==> config.mk <==
export PLATFORM = sky130hd
export DESIGN_NAME = dmem_arbiter
export DESIGN_NICKNAME = d
export VERILOG_FILES = /design/src/rtl/dmem_arb_pkg.sv /design/src/rtl/dmem_arbiter_rr_arb2.sv /design/src/rtl/dmem_arbiter.sv
export SDC_FILE = /design/constraint.sdc
export NUM_CORES = 1
export LEC_CHECK = 0
export ABC_AREA = 1
export CAP_MARGIN = 20
export CORE_ASPECT_RATIO = 1.75
export CORE_MARGIN = 4
export CORE_UTILIZATION = 35
export DETAILED_ROUTE_END_ITERATION = 12
export PLACE_DENSITY = 0.68
export SYNTH_ARGS = -nofsm -noshare
export SYNTH_HDL_FRONTEND = slang
export SYNTH_HIERARCHICAL = 1
export SYNTH_SLANG_ARGS = --single-unit
==> constraint.sdc <==
create_clock -name clock -period 3.93 [get_ports clock]
set_clock_uncertainty 0.05 [all_clocks]
set_input_delay 0.786 -clock clock [delete_from_list [all_inputs] [get_ports clock]]
set_output_delay 0.786 -clock clock [all_outputs]
set_load 0.01 [all_outputs]
==> src/rtl/dmem_arb_pkg.sv <==
// Shared types and constants for the data-memory arbiter.
// Optional statistics counters are enabled with DMEM_ARB_STATS_EN.
package dmem_arb_pkg;

  typedef enum logic [1:0] {
    IDLE,
    ACCESS,
    RESP
  } state_t;

  localparam logic M_CPU = 1'b0;
  localparam logic M_AUX = 1'b1;

  localparam int RD_LAT_MIN = 1;
  localparam int RD_LAT_MAX = 7;

  function automatic logic [15:0] sat_inc(input logic [15:0] v);
    return (v == 16'hFFFF) ? v : v + 16'd1;
  endfunction

endpackage

==> src/rtl/dmem_arbiter_rr_arb2.sv <==
// Two-way round-robin pick: on a tie the master not served last wins.
// Purely combinational.
module rr_arb2
  import dmem_arb_pkg::*;
(
  input  logic req0,
  input  logic req1,
  input  logic last_gnt,
  output logic gnt_valid,
  output logic gnt_id
);

  assign gnt_valid = req0 | req1;

  always_comb begin
    gnt_id = M_CPU;
    unique case (1'b1)
      (req0 && req1):  gnt_id = ~last_gnt;
      (req1 && !req0): gnt_id = M_AUX;
      default:         gnt_id = M_CPU;
    endcase
  end

endmodule

==> src/rtl/dmem_arbiter.sv <==
// Two-master arbiter in front of the data-memory / IO slave.
// Define DMEM_ARB_STATS_EN to add grant and conflict counters.
module dmem_arbiter
  import dmem_arb_pkg::*;
#(
  parameter int AW     = 32,
  parameter int DW     = 32,
  parameter int RD_LAT = 1,
  parameter int IO_BIT = 7
) (
  input  logic          clock,
  input  logic          reset,
  input  logic          m0_req,
  input  logic          m0_we,
  input  logic [AW-1:0] m0_addr,
  input  logic [DW-1:0] m0_wdata,
  output logic          m0_ack,
  output logic [DW-1:0] m0_rdata,
  input  logic          m1_req,
  input  logic          m1_we,
  input  logic [AW-1:0] m1_addr,
  input  logic [DW-1:0] m1_wdata,
  output logic          m1_ack,
  output logic [DW-1:0] m1_rdata,
  output logic [AW-1:0] mem_addr,
  output logic [DW-1:0] mem_wdata,
  output logic          mem_we,
  output logic          mem_io_sel,
  input  logic [DW-1:0] mem_rdata,
  output logic          busy
`ifdef DMEM_ARB_STATS_EN
  ,
  output logic [15:0]   gnt_cnt0,
  output logic [15:0]   gnt_cnt1,
  output logic [15:0]   conflict_cnt
`endif
);

  if (RD_LAT < RD_LAT_MIN || RD_LAT > RD_LAT_MAX) begin : g_lat_chk
    $error("dmem_arbiter: RD_LAT must be within 1..7");
  end

  localparam logic [2:0] LAT_M1 = 3'(RD_LAT - 1);

  state_t        r_state;
  logic [2:0]    r_cnt;
  logic          r_last_gnt;
  logic          r_gnt_id;
  logic          r_mem_we;
  logic [AW-1:0] r_addr;
  logic [DW-1:0] r_wdata;
  logic          r_io_sel;
  logic [DW-1:0] r_rbuf;
  logic [DW-1:0] r_rdata0;
  logic [DW-1:0] r_rdata1;
  logic          r_ack0;
  logic          r_ack1;

  logic          w_gnt_valid;
  logic          w_gnt_id;
  logic [AW-1:0] w_addr;
  logic [DW-1:0] w_wdata;
  logic          w_we;

  rr_arb2 u_rr (
    .req0     (m0_req),
    .req1     (m1_req),
    .last_gnt (r_last_gnt),
    .gnt_valid(w_gnt_valid),
    .gnt_id   (w_gnt_id)
  );

  assign w_addr  = w_gnt_id ? m1_addr  : m0_addr;
  assign w_wdata = w_gnt_id ? m1_wdata : m0_wdata;
  assign w_we    = w_gnt_id ? m1_we    : m0_we;

  always_ff @(posedge clock) begin
    if (reset) begin
      r_state    <= IDLE;
      r_cnt      <= '0;
      r_last_gnt <= M_AUX;
      r_gnt_id   <= M_CPU;
      r_mem_we   <= 1'b0;
      r_addr     <= '0;
      r_wdata    <= '0;
      r_io_sel   <= 1'b0;
      r_rbuf     <= '0;
      r_rdata0   <= '0;
      r_rdata1   <= '0;
      r_ack0     <= 1'b0;
      r_ack1     <= 1'b0;
    end else begin
      r_ack0   <= 1'b0;
      r_ack1   <= 1'b0;
      r_mem_we <= 1'b0;
      unique case (r_state)
        IDLE: begin
          if (w_gnt_valid) begin
            r_gnt_id <= w_gnt_id;
            r_addr   <= w_addr;
            r_wdata  <= w_wdata;
            r_io_sel <= w_addr[IO_BIT];
            r_mem_we <= w_we;
            r_cnt    <= LAT_M1;
            r_state  <= ACCESS;
          end
        end
        ACCESS: begin
          if (r_cnt == 3'd0) begin
            r_rbuf  <= mem_rdata;
            r_state <= RESP;
          end else begin
            r_cnt <= r_cnt - 3'd1;
          end
        end
        RESP: begin
          if (r_gnt_id == M_AUX) begin
            r_ack1   <= 1'b1;
            r_rdata1 <= r_rbuf;
          end else begin
            r_ack0   <= 1'b1;
            r_rdata0 <= r_rbuf;
          end
          r_last_gnt <= r_gnt_id;
          r_state    <= IDLE;
        end
        default: r_state <= IDLE;
      endcase
    end
  end

  assign m0_ack     = r_ack0;
  assign m1_ack     = r_ack1;
  assign m0_rdata   = r_rdata0;
  assign m1_rdata   = r_rdata1;
  assign mem_addr   = r_addr;
  assign mem_wdata  = r_wdata;
  assign mem_we     = r_mem_we;
  assign mem_io_sel = r_io_sel;
  assign busy       = (r_state != IDLE);

`ifdef DMEM_ARB_STATS_EN
  logic [15:0] r_gc0;
  logic [15:0] r_gc1;
  logic [15:0] r_cc;

  always_ff @(posedge clock) begin
    if (reset) begin
      r_gc0 <= '0;
      r_gc1 <= '0;
      r_cc  <= '0;
    end else if (r_state == IDLE) begin
      if (w_gnt_valid && w_gnt_id == M_CPU) r_gc0 <= sat_inc(r_gc0);
      if (w_gnt_valid && w_gnt_id == M_AUX) r_gc1 <= sat_inc(r_gc1);
      if (m0_req && m1_req) r_cc <= sat_inc(r_cc);
    end
  end

  assign gnt_cnt0     = r_gc0;
  assign gnt_cnt1     = r_gc1;
  assign conflict_cnt = r_cc;
`endif

endmodule

======== After elaboration in Yosys (flattened, before gate mapping) ========
Cells that the tools add are included.
cells by class
  $add $sub $neg .......................... 1
  equality and inequality tests ........... 5
  multiplexer cells ....................... 12
  bitwise gates (word level) .............. 6
  reductions and logical operators ........ 15
operator list
  operator                                                                  number
  32-bit two-way mux                                                        2
  2-bit AND reduction                                                       5
  3-bit two-way mux                                                         2
  3-bit case mux with 2 select lines                                        1
  1-bit inverter                                                            5
  2-bit two-way mux                                                         2
  2-bit inequality test (second input constant)                             2
  2-bit case mux with 2 select lines                                        1
  2-bit nonzero test                                                        2
  3-bit logical NOT                                                         1
  1-bit two-way mux                                                         3
  3-bit AND reduction                                                       1
  3-bit OR reduction                                                        1
  3-bit by 1-bit subtractor with 3-bit output (second input constant)       1
  2-bit by 1-bit equality test with 1-bit output (second input constant)    1
  2-bit equality test (second input constant)                               1
  1-bit logical AND                                                         2
  2-bit logical NOT                                                         1
  2-bit by 1-bit inequality test with 1-bit output (second input constant)  1
  1-bit case mux with 2 select lines                                        1
  2-bit OR reduction                                                        1
  1-bit logical NOT                                                         1
  1-bit bitwise OR                                                          1
storage, ports and cells
  register bits after elaboration ......... 171
  input port bits ......................... 166
  output and inout bits ................... 133
  word-level logic and storage cells ...... 52

======== Longest topological paths before layout ========
Gate-level depths: netlist of run 1.
  depth after elaboration ................. 4
  depth in mapped cells ................... 8
  gate-level depth less buffers ........... 8

======== By module ========
Netlist of run 1, hierarchy kept.
modules (own cells, without submodules)
  module        instances  cells an instance  area an instance (µm²)  sequential area each (µm²)
  dmem_arbiter  1          956                6790.3                  3403.3
  rr_arb2       1          3                  15.0                    0.0

======== Worst setup path after synthesis of run 1 ========
Ideal clock, no wire load.
  path kind ............................... input -> register
  start ................................... in m1_req
  end ..................................... reg r_wdata[10], in the netlist mem_wdata[10]
  setup time .............................. 0.132 ns
  data arrival time ....................... 1.636 ns
  data required time ...................... 3.748 ns
  slack ................................... 2.112 ns
  cell stages on the path ................. 7
  buffers on the path ..................... 2
  cell sequence ........................... inv_1 a21oi_1 buf_2 clkbuf_1 o21ai_0 nand2_1 a21oi_1
on the way
  word-level cells in the longest chain between the ends .. 3
  elaborated cells on any way between the ends .. 6
  those cells by class .................... 2 x mux; 1 x bitwise; 3 x reduce/logical
RTL lines
  item                                  line                                                    text
  from (decl)                           dmem_arbiter.sv:19                                      input logic m1_req,
  1-bit logical AND (on tied branches)  dmem_arbiter_rr_arb2.sv:19, dmem_arbiter_rr_arb2.sv:18
  1-bit case mux with 2 select lines *  dmem_arbiter_rr_arb2.sv:17                              unique case (1'b1)
  net w_gnt_id                          dmem_arbiter.sv:60                                      logic w_gnt_id;
  32-bit two-way mux *                  dmem_arbiter.sv:74                                      assign w_wdata = w_gnt_id ? m1_wdata : m0_wdata;
  to (signal assigned)                  dmem_arbiter.sv:101                                     r_wdata <= w_wdata;
  to (decl)                             dmem_arbiter.sv:51                                      logic [DW-1:0] r_wdata;
Mark *: on every way through the listed nets, which the timed path passes. The rest lies on a longest branch.
A chain may end at the register's enable or synchronous reset.

======== Final worst setup path of run 1 ========
  start ................................... in m0_req
  end ..................................... reg r_addr[4], in the netlist mem_addr[4]
on the way
  elaborated cells on any way between the ends .. 7
  those cells by class .................... 2 x mux; 1 x bitwise; 4 x reduce/logical
RTL lines
  item                                  line                        text
  from (decl)                           dmem_arbiter.sv:13          input logic m0_req,
  1-bit bitwise OR                      dmem_arbiter_rr_arb2.sv:13  assign gnt_valid = req0 | req1;
  net w_gnt_valid                       dmem_arbiter.sv:59          logic w_gnt_valid;
  2-bit AND reduction (no source line)  n/a
  to (signal assigned)                  dmem_arbiter.sv:100         r_addr <= w_addr;
  to (decl)                             dmem_arbiter.sv:50          logic [AW-1:0] r_addr;
The timed path passes the listed nets, and every way through them passes these cells.

==> results.txt, run 1 <==
Status = finished, final reports clean
Clock Sinks = 170
Via density = 4.61
Area occupied by multi-input gates = 0.00280 mm^2
Final hold viol count = 0
Register area = 0.00340 mm^2
Cell row count = 67
Leakage power total = 4.33 nW
Hold/Removal Path Class = reg -> reg
Setup Viol. Count Final = 0
Sequential fraction of the synthesis area = 50.0%
Crit. End Element = flip-flop
Post-DP Area = 0.00990 mm^2
Period utilization = 64.8%
Antenna viol nets, final = 0
Yosys reg bits = 170
Gr ovfl total = 0
Reg clk slew, reported paths = 0.06 ns
IO Port Bufs = 298
Worst-path fanout max = 33
Yosys warning total = 6
Max-cap violations = 0
Design area = 0.0105 mm^2
Drt wl/cell = 14.7 um
First-pass GRT wire length = 33500 um
Vias in the first global route = 6460
TritonCTS clock tree = done
I/O pins = 299
Die Span Y = 192 um
Tmin final = 2.55 ns
Count of different cell masters after synthesis = 21
Cell area after synthesis = 0.00681 mm^2
Syn Nets = 1127
Layout area overhead = 54.6%
Worst-Margin Slew = 0.857 ns
Crit-path cells = clkdlybuf4s50_1 > or2_1 > nand3_4 > inv_2 > buf_4 > nand2_1 > a21oi_1
Clk buf depth = 2
Cts hold-fix bufs = 0
Crit Path Category = in -> reg
Root Driver = clkbuf_16
Fmax = 0.393 GHz
Share of post-route cells with drive strength above 1 = 4.68%
Filler cells = 1836
Syn_area_per_cell = 7.10 um^2
Post_cts resized = 0
Clock Latency Late Sink = 0.42 ns
Die Footprint = 0.0218 mm^2
Slowest stage delay, CP = 0.52 ns
DRC = 0
Antenna diode count = 0
Final WL = 21800 um
Pins Over Slew Limit = 0
Vias = 6819
Initial antenna violation count = 1
Post-layout net count = 1394
Pwr per Cell Area = 449 mW/mm^2
Cell count after synthesis = 959
Die width = 113 um
Largest net degree at the start of global routing = 65
Total Neg Setup Slack = 0 ns
Critical path arrival = 2.83 ns
Num CTS Buffers = 17
GP Congestion = 0.814
H-tree depth = 4
Post CTS Setup Buffer Count = 0
All-Layer GR Usage = 19.5%
Iteration-0 DRC count of the detailed router = 383
Worst vdd ir = 0.329 mV
Startpoint Class = primary input
RSZ-0062 raised after global routing = false
DP HPWL = 15600 um
Max stage delay cell, worst path = clkdlybuf4s50_1
DR pass1 iterations = 4
Core area = 0.0191 mm^2
Rel. slew slack = 42.7%
Worst Path Required = 4.22 ns
Initial core utilization = 35.6%
## path summary, 6_finish.rpt
kind | from | endpoint | slack (ns) | depth (start not counted)
worst max-delay path | m0_req | mem_addr[4] | 1.38 | 7
worst min-delay path | r_cnt[0] | r_cnt[0] | 0.38 | 1
worst max register to register | r_cnt[0] | r_rbuf[23] | 1.68 | 7
worst min register to register | r_cnt[0] | r_cnt[0] | 0.38 | 1
## stage by stage
step | util, % | power [W] | setup WS, ns | cells | hold WS (ns)
after global routing | 55.0 | 0.00496 | 1.18 | 1480 | 0.399
after floorplan | - | 0.00251 | 2.11 | 959 | 0.353
after detailed placement | 51.8 | 0.00301 | 0.887 | 1448 | 0.370
after CTS | 55.0 | 0.00477 | 1.33 | 1480 | 0.379
final | 55.0 | 0.00472 | 1.38 | 1480 | 0.378
after global placement | 51.8 | 0.00299 | 0.976 | 1448 | 0.362
## cells by family (layout without fill, tap and decap cells)
| kind of cell | count (synthesis) | count (layout) | synth area share, % |
|---|---|---|---|
| mux | 1 | 1 | 0.147 |
| flops | 170 | 170 | 50.0 |
| buf+inv | 140 | 420 | 8.99 |
| simple gates | 448 | 448 | 25.9 |
| compound gates | 198 | 198 | 14.6 |
| fa+ha+maj | 2 | 2 | 0.368 |
## power by group
group / internal, W / switching (W)
Sequential: 0.00189 / 0.0000973
Combinational: 0.000452 / 0.000522
Clock: 0.00103 / 0.000733
Total: 0.00337 / 0.00135
## flip-flops by register name (all words and copies together), names as in the netlist
signal / cells
r_last_gnt: 1
r_cnt: 3
r_gnt_id: 1
mem_addr: 32
m1_rdata: 32
m1_ack: 1
m0_rdata: 32
r_rbuf: 32
m0_ack: 1
mem_we: 1
r_state: 2
mem_wdata: 32
## layer usage
layer,wire length (um),share of wire (%),vias to the layer above,GRT usage [%]
li1,-,-,3538,-
met1,8150,37,3013,20.3
met2,11600,53,221,36.6
met3,1340,6.1,45,4.55
met4,701,3.2,2,8.51
met5,8,0.037,-,0
## synth_stat cells (all sizes together)
| library cell | n | share of area, % |
|---|---|---|
| or2 | 1 | 0.092 |
| nand3 | 35 | 2.8 |
| o21ai | 98 | 7.2 |
| a21oi | 100 | 7.4 |
| clkbuf | 18 | 1.0 |
| ha | 2 | 0.37 |
| mux2i | 1 | 0.15 |
| nor2 | 75 | 4.5 |
| nand2 | 336 | 19 |
| dfxtp | 170 | 50 |
| nor3 | 1 | 0.073 |
| buf | 45 | 3.7 |
| inv | 77 | 4.2 |
## worst max-delay path: cells and delay by family
family / cells / cell delay [ns]
compound gates: 1 / 0.13
simple gates: 3 / 0.57
buf+inv: 3 / 1.33
## cell type report
cell class	instances	area share, %
Multi-Input combinational cell	649	26.6
Clock inverter	14	1.72
Timing Repair Buffer	311	29.5
Inverter	77	2.75
Sequential cell	170	32.4
Tap cell	241	2.87
Clock buffer	18	4.18
## cell usage in the layout, fill, tap and decap left out
cell	count
buf_12	2
mux2i_1	1
a21oi_4	1
clkdlybuf4s50_1	297
o21ai_1	5
nor2_1	72
nor2_4	3
inv_8	1
inv_1	70
inv_2	7
nand3_1	34
dfxtp_1	170
clkbuf_8	1
or2_1	1
clkinv_4	2
o21ai_0	93
bufinv_16	3
inv_6	6
a21oi_1	99
nand2_1	336
ha_1	2
buf_4	12
clkbuf_16	17
clkinv_2	2
nand3_4	1
nor3_1	1
(Power assumes the default switching activity.)
==> inputs of run 2 (changes only) <==
- clock period: 3.93 -> 2.7 ns (I/O delays scaled with it)
==> run 2 against run 1 <==
Against the previous run:
- clock power up 35%
- worst setup slack worse by 0.82 ns
- largest power group unchanged
- register-to-register slack worse by 0.76 ns
==> results.txt, run 2 (synthesized netlist as in run 1, its figures left out) <==
Filler cells = 1900
Startpoint Class = flip-flop
Die Span Y = 192 um
DRC = 0
I/O pins = 299
Design area = 0.0105 mm^2
Largest net degree at the start of global routing = 102
Die width = 113 um
Setup Viol. Count Final = 0
Worst vdd ir = 0.370 mV
Total Neg Setup Slack = 0 ns
Via density = 4.62
Tmin final = 2.14 ns
Crit Path Category = reg -> out
Internal Power = 0.00467 W
Critical path arrival = 1.55 ns
Worst Path Required = 2.11 ns
Antenna viol nets, final = 0
IO Port Bufs = 298
DR pass1 iterations = 4
DP HPWL = 15200 um
Hold/Removal Path Class = in -> reg
Cell row count = 67
Leading cell type in the layout, fill and taps excluded = nand2_1
Gr ovfl total = 0
Die Footprint = 0.0218 mm^2
Pins Over Slew Limit = 0
Status = finished, final reports clean
Net Sw Frac = 30.2%
Share of post-route cells with drive strength above 1 = 4.53%
Clock Sinks = 170
Rel. slew slack = 55.7%
Sequential power share = 43.1%
Post_cts resized = 0
Clk pwr share = 35.7%
H-tree depth = 4
All-Layer GR Usage = 19.0%
Initial core utilization = 35.6%
Vias in the first global route = 6482
Iteration-0 DRC count of the detailed router = 307
RSZ-0062 raised after global routing = false
Final WL = 21200 um
Root Driver = clkbuf_16
Layout area overhead = 54.3%
Post CTS Setup Buffer Count = 0
Combinational power share = 21.1%
Worst-path fanout max = 4
Final hold viol count = 0
Leakage power total = 4.30 nW
Clk buf depth = 2
Vias = 6829
Cts hold-fix bufs = 0
Worst-Margin Slew = 0.663 ns
GP Congestion = 0.806
Core area = 0.0191 mm^2
Post-layout net count = 1392
First-pass GRT wire length = 33100 um
Most frequent cells in the layout = nand2_1 (336), clkdlybuf4s50_1 (297), dfxtp_1 (170)
Reg clk slew, reported paths = 0.07 ns
Sw Pwr = 0.00202 W
Fmax = 0.468 GHz
Crit. End Element = output port
TritonCTS clock tree = done
Initial antenna violation count = 0
Pwr per Cell Area = 637 mW/mm^2
Clock Latency Late Sink = 0.41 ns
Post-DP Area = 0.00991 mm^2
Num CTS Buffers = 17
Drt wl/cell = 14.3 um
Max-cap violations = 0
Period utilization = 79.2%
run 2: changes by cell type in the layout (fill, tap and decap cells not counted):
| cell | before | now |
|---|---|---|
| clkinv_2 | 2 | 0 |
| diode_2 | 0 | 1 |
| inv_8 | 1 | 4 |
| buf_4 | 12 | 8 |
| bufinv_16 | 3 | 0 |
| buf_12 | 2 | 4 |
| clkinv_8 | 0 | 3 |
| inv_6 | 6 | 1 |
| clkinvlp_4 | 0 | 3 |
| clkinv_4 | 2 | 3 |
run 2: worst paths after layout:
kind | startpoint | to | slack (ns) | cells past startpoint
max | r_state[0] | busy | 0.56 | 3
min | reset | m0_rdata[25] | 0.31 | 2
max reg2reg | r_state[1] | m1_rdata[6] | 0.92 | 7
min reg2reg | r_cnt[0] | r_cnt[0] | 0.38 | 1
run 2: per-layer routing:
metal	share of wire [%]	wire (um)	global-route usage, %	vias up
li1	-	-	-	3533
met1	37	7850	20.4	3046
met2	53	11300	35.1	222
met3	6.9	1460	4.64	28
met4	2.7	568	7.64	0
met5	0	0	0	-
run 2: area by class of cell:
cell class / count / area [um^2] / area share, %
flip-flops and latches: 170 / 3400 / 32.4
repair buffers: 309 / 3110 / 29.6
multi-input cells: 649 / 2800 / 26.7
clock buffers: 18 / 439 / 4.18
well taps: 241 / 302 / 2.87
inverters: 77 / 289 / 2.75
clock inverters: 14 / 151 / 1.44
diodes: 1 / 2.50 / 0.0238
run 2: stage by stage:
step	total power [W]	instances	utilization (%)	setup WS, ns	hold WS, ns
final	0.00669	1479	54.9	0.563	0.306
after CTS	0.00677	1478	54.9	0.530	0.288
after detailed placement	0.00437	1446	51.8	0.279	0.367
after global routing	0.00704	1478	54.9	0.467	0.291
after floorplan	0.00365	959	-	1.13	0.353
after global placement	0.00435	1446	51.8	0.340	0.363
run 2: critical path, stage by stage (launching register included):
cell,delay [ns]
dfxtp_1,0.42
inv_2,0.09
nand2_1,0.08
clkdlybuf4s50_1,0.55
run 2: power groups by stage:
stage	Sequential [W]	Clock (W)	Combinational, W
2_1_floorplan	0.00297	0	0.000678
6_report	0.00289	0.00239	0.00141
4_1_cts	0.00288	0.00245	0.00144
3_5_place_dp	0.00294	0	0.00144
3_3_place_gp	0.00293	0	0.00142
5_1_grt	0.00291	0.00256	0.00157
==> inputs of run 3 (changes only) <==
- clock period: 2.7 -> 2 ns (I/O delays scaled with it)
==> run 3 against run 2 <==
Against the previous run:
- clock power increased by 37%
- cell count grew 0.54%
- non-clock buffer count rose by 8
- clock-buffer cell count unchanged
- largest cell class unchanged
- sequential share of layout area is 0.26 points lower
- first-iteration DRC count rose by 20%
- total power rose by 37%
- die area is the same
==> results.txt, run 3 (synthesized netlist as in run 1, its figures left out) <==
Hold/Removal Path Class = in -> reg
Cts hold-fix bufs = 0
H-tree depth = 4
Setup Viol. Count Final = 0
Crit-path cells = clkdlybuf4s50_1
Internal Power = 0.00636 W
Die Span Y = 192 um
Sw Pwr = 0.00278 W
Worst-Margin Slew = 0.845 ns
DP HPWL = 15600 um
DRC = 0
Num CTS Buffers = 17
Clock Latency Late Sink = 0.42 ns
Reg2Reg Setup Slack = 0.35 ns
All-Layer GR Usage = 19.2%
Status = finished, final reports clean
I/O pins = 299
Pwr per Cell Area = 863 mW/mm^2
Gr ovfl total = 0
Smallest hold slack = 0.317 ns
Post-layout net count = 1400
IO Port Bufs = 298
Root Driver = clkbuf_16
Combinational power share = 21.5%
Max-cap violations = 0
Largest net degree at the start of global routing = 64
Layout Utilization = 55.4%
Clk buf depth = 2
Drt wl/cell = 14.5 um
Worst vdd ir = 0.439 mV
Design area = 0.0106 mm^2
Critical path arrival = 1.36 ns
Die Footprint = 0.0218 mm^2
Worst Path Required = 1.55 ns
Leakage power total = 4.37 nW
GP Congestion = 0.794
Rel. slew slack = 43.5%
Vias in the first global route = 6474
Max stage delay cell, worst path = clkdlybuf4s50_1
Setup ws final = 0.191 ns
Slowest stage delay, CP = 0.60 ns
Initial antenna violation count = 1
Iteration-0 DRC count of the detailed router = 369
Initial core utilization = 35.6%
Crit-path leading delay family = buffers and inverters
Crit. End Element = output port
Layout area overhead = 55.6%
First-pass GRT wire length = 33300 um
Tmin final = 1.81 ns
Sequential power share = 42.6%
Share of post-route cells with drive strength above 1 = 5.22%
Vias = 6867
Net Sw Frac = 30.4%
Clock Sinks = 170
Final hold viol count = 0
CP bufs+invs = 1
Fmax = 0.553 GHz
DR pass1 iterations = 4
Period utilization = 90.5%
Startpoint Class = flip-flop
Final WL = 21600 um
Pins Over Slew Limit = 0
Crit Path Category = reg -> out
TritonCTS clock tree = done
RSZ-0062 raised after global routing = false
Most frequent cells in the layout = nand2_1 (336), clkdlybuf4s50_1 (296), dfxtp_1 (169)
Setup WS pre-CTS = -0.0207 ns
Clk pwr share = 35.9%
Die width = 113 um
Cell row count = 67
Worst-path fanout max = 2
Core area = 0.0191 mm^2
Reg clk slew, reported paths = 0.07 ns
Antenna viol nets, final = 0
Leading cell type in the layout, fill and taps excluded = nand2_1
Via density = 4.62
Post-DP Area = 0.00999 mm^2
run 3: changes by cell type in the layout (fill, tap and decap cells not counted):
cell	previous run	this run
buf_4	8	14
buf_12	4	6
clkinv_4	3	5
clkinvlp_4	3	1
inv_8	4	6
clkdlybuf4s50_1	297	296
clkinv_8	3	2
dfxtp_1	170	169
dfxtp_2	0	1
dlymetal6s2s_1	0	1
inv_6	1	0
run 3: per-stage QoR:
step,power [W],setup TNS [ns],instances
floorplan,0.00493,0,959
global placement,0.00594,0,1454
detailed placement,0.00596,-0.0908,1454
CTS,0.00927,0,1486
global route,0.00961,0,1487
finish,0.00914,0,1487
run 3: worst paths after layout:
| check | cells past startpoint | end | from |
|---|---|---|---|
| worst min register to register | 1 | r_cnt[0] | r_cnt[0] |
| worst max register to register | 7 | m0_rdata[31] | r_state[1] |
| worst max-delay path | 1 | mem_wdata[2] | mem_wdata[2] |
| worst min-delay path | 2 | m1_ack | reset |
run 3: layout make-up:
class / count / area, um^2
tap: 241 / 302
clock inverter: 14 / 151
clock buffer: 18 / 439
antenna: 1 / 2.50
sequential: 170 / 3400
fill: 1885 / 8520
inverter: 77 / 289
multi-input combinational: 649 / 2800
timing repair buffer: 317 / 3200
run 3: power by group through the flow:
stage | combinational (W) | clock [W] | sequential, W
detailed placement | 0.00199 | 0 | 0.00397
global placement | 0.00198 | 0 | 0.00396
floorplan | 0.000916 | 0 | 0.00401
CTS | 0.00200 | 0.00338 | 0.00389
finish | 0.00196 | 0.00328 | 0.00389
global route | 0.00217 | 0.00351 | 0.00393
run 3: routing by layer:
metal	global-route usage [%]	wire length, um	up-vias
li1	-	-	3549
met1	20.7	8050	3021
met2	34.4	11100	251
met3	5.08	1460	46
met4	9.58	918	0
met5	0	0	-
run 3: what timing repair did:
| action | 4_1_cts | 5_1_grt |
|---|---|---|
| setup endpoints to repair | 1 | 1 |
| gates resized for setup | 1 | 1 |
| setup buffers | 0 | 0 |
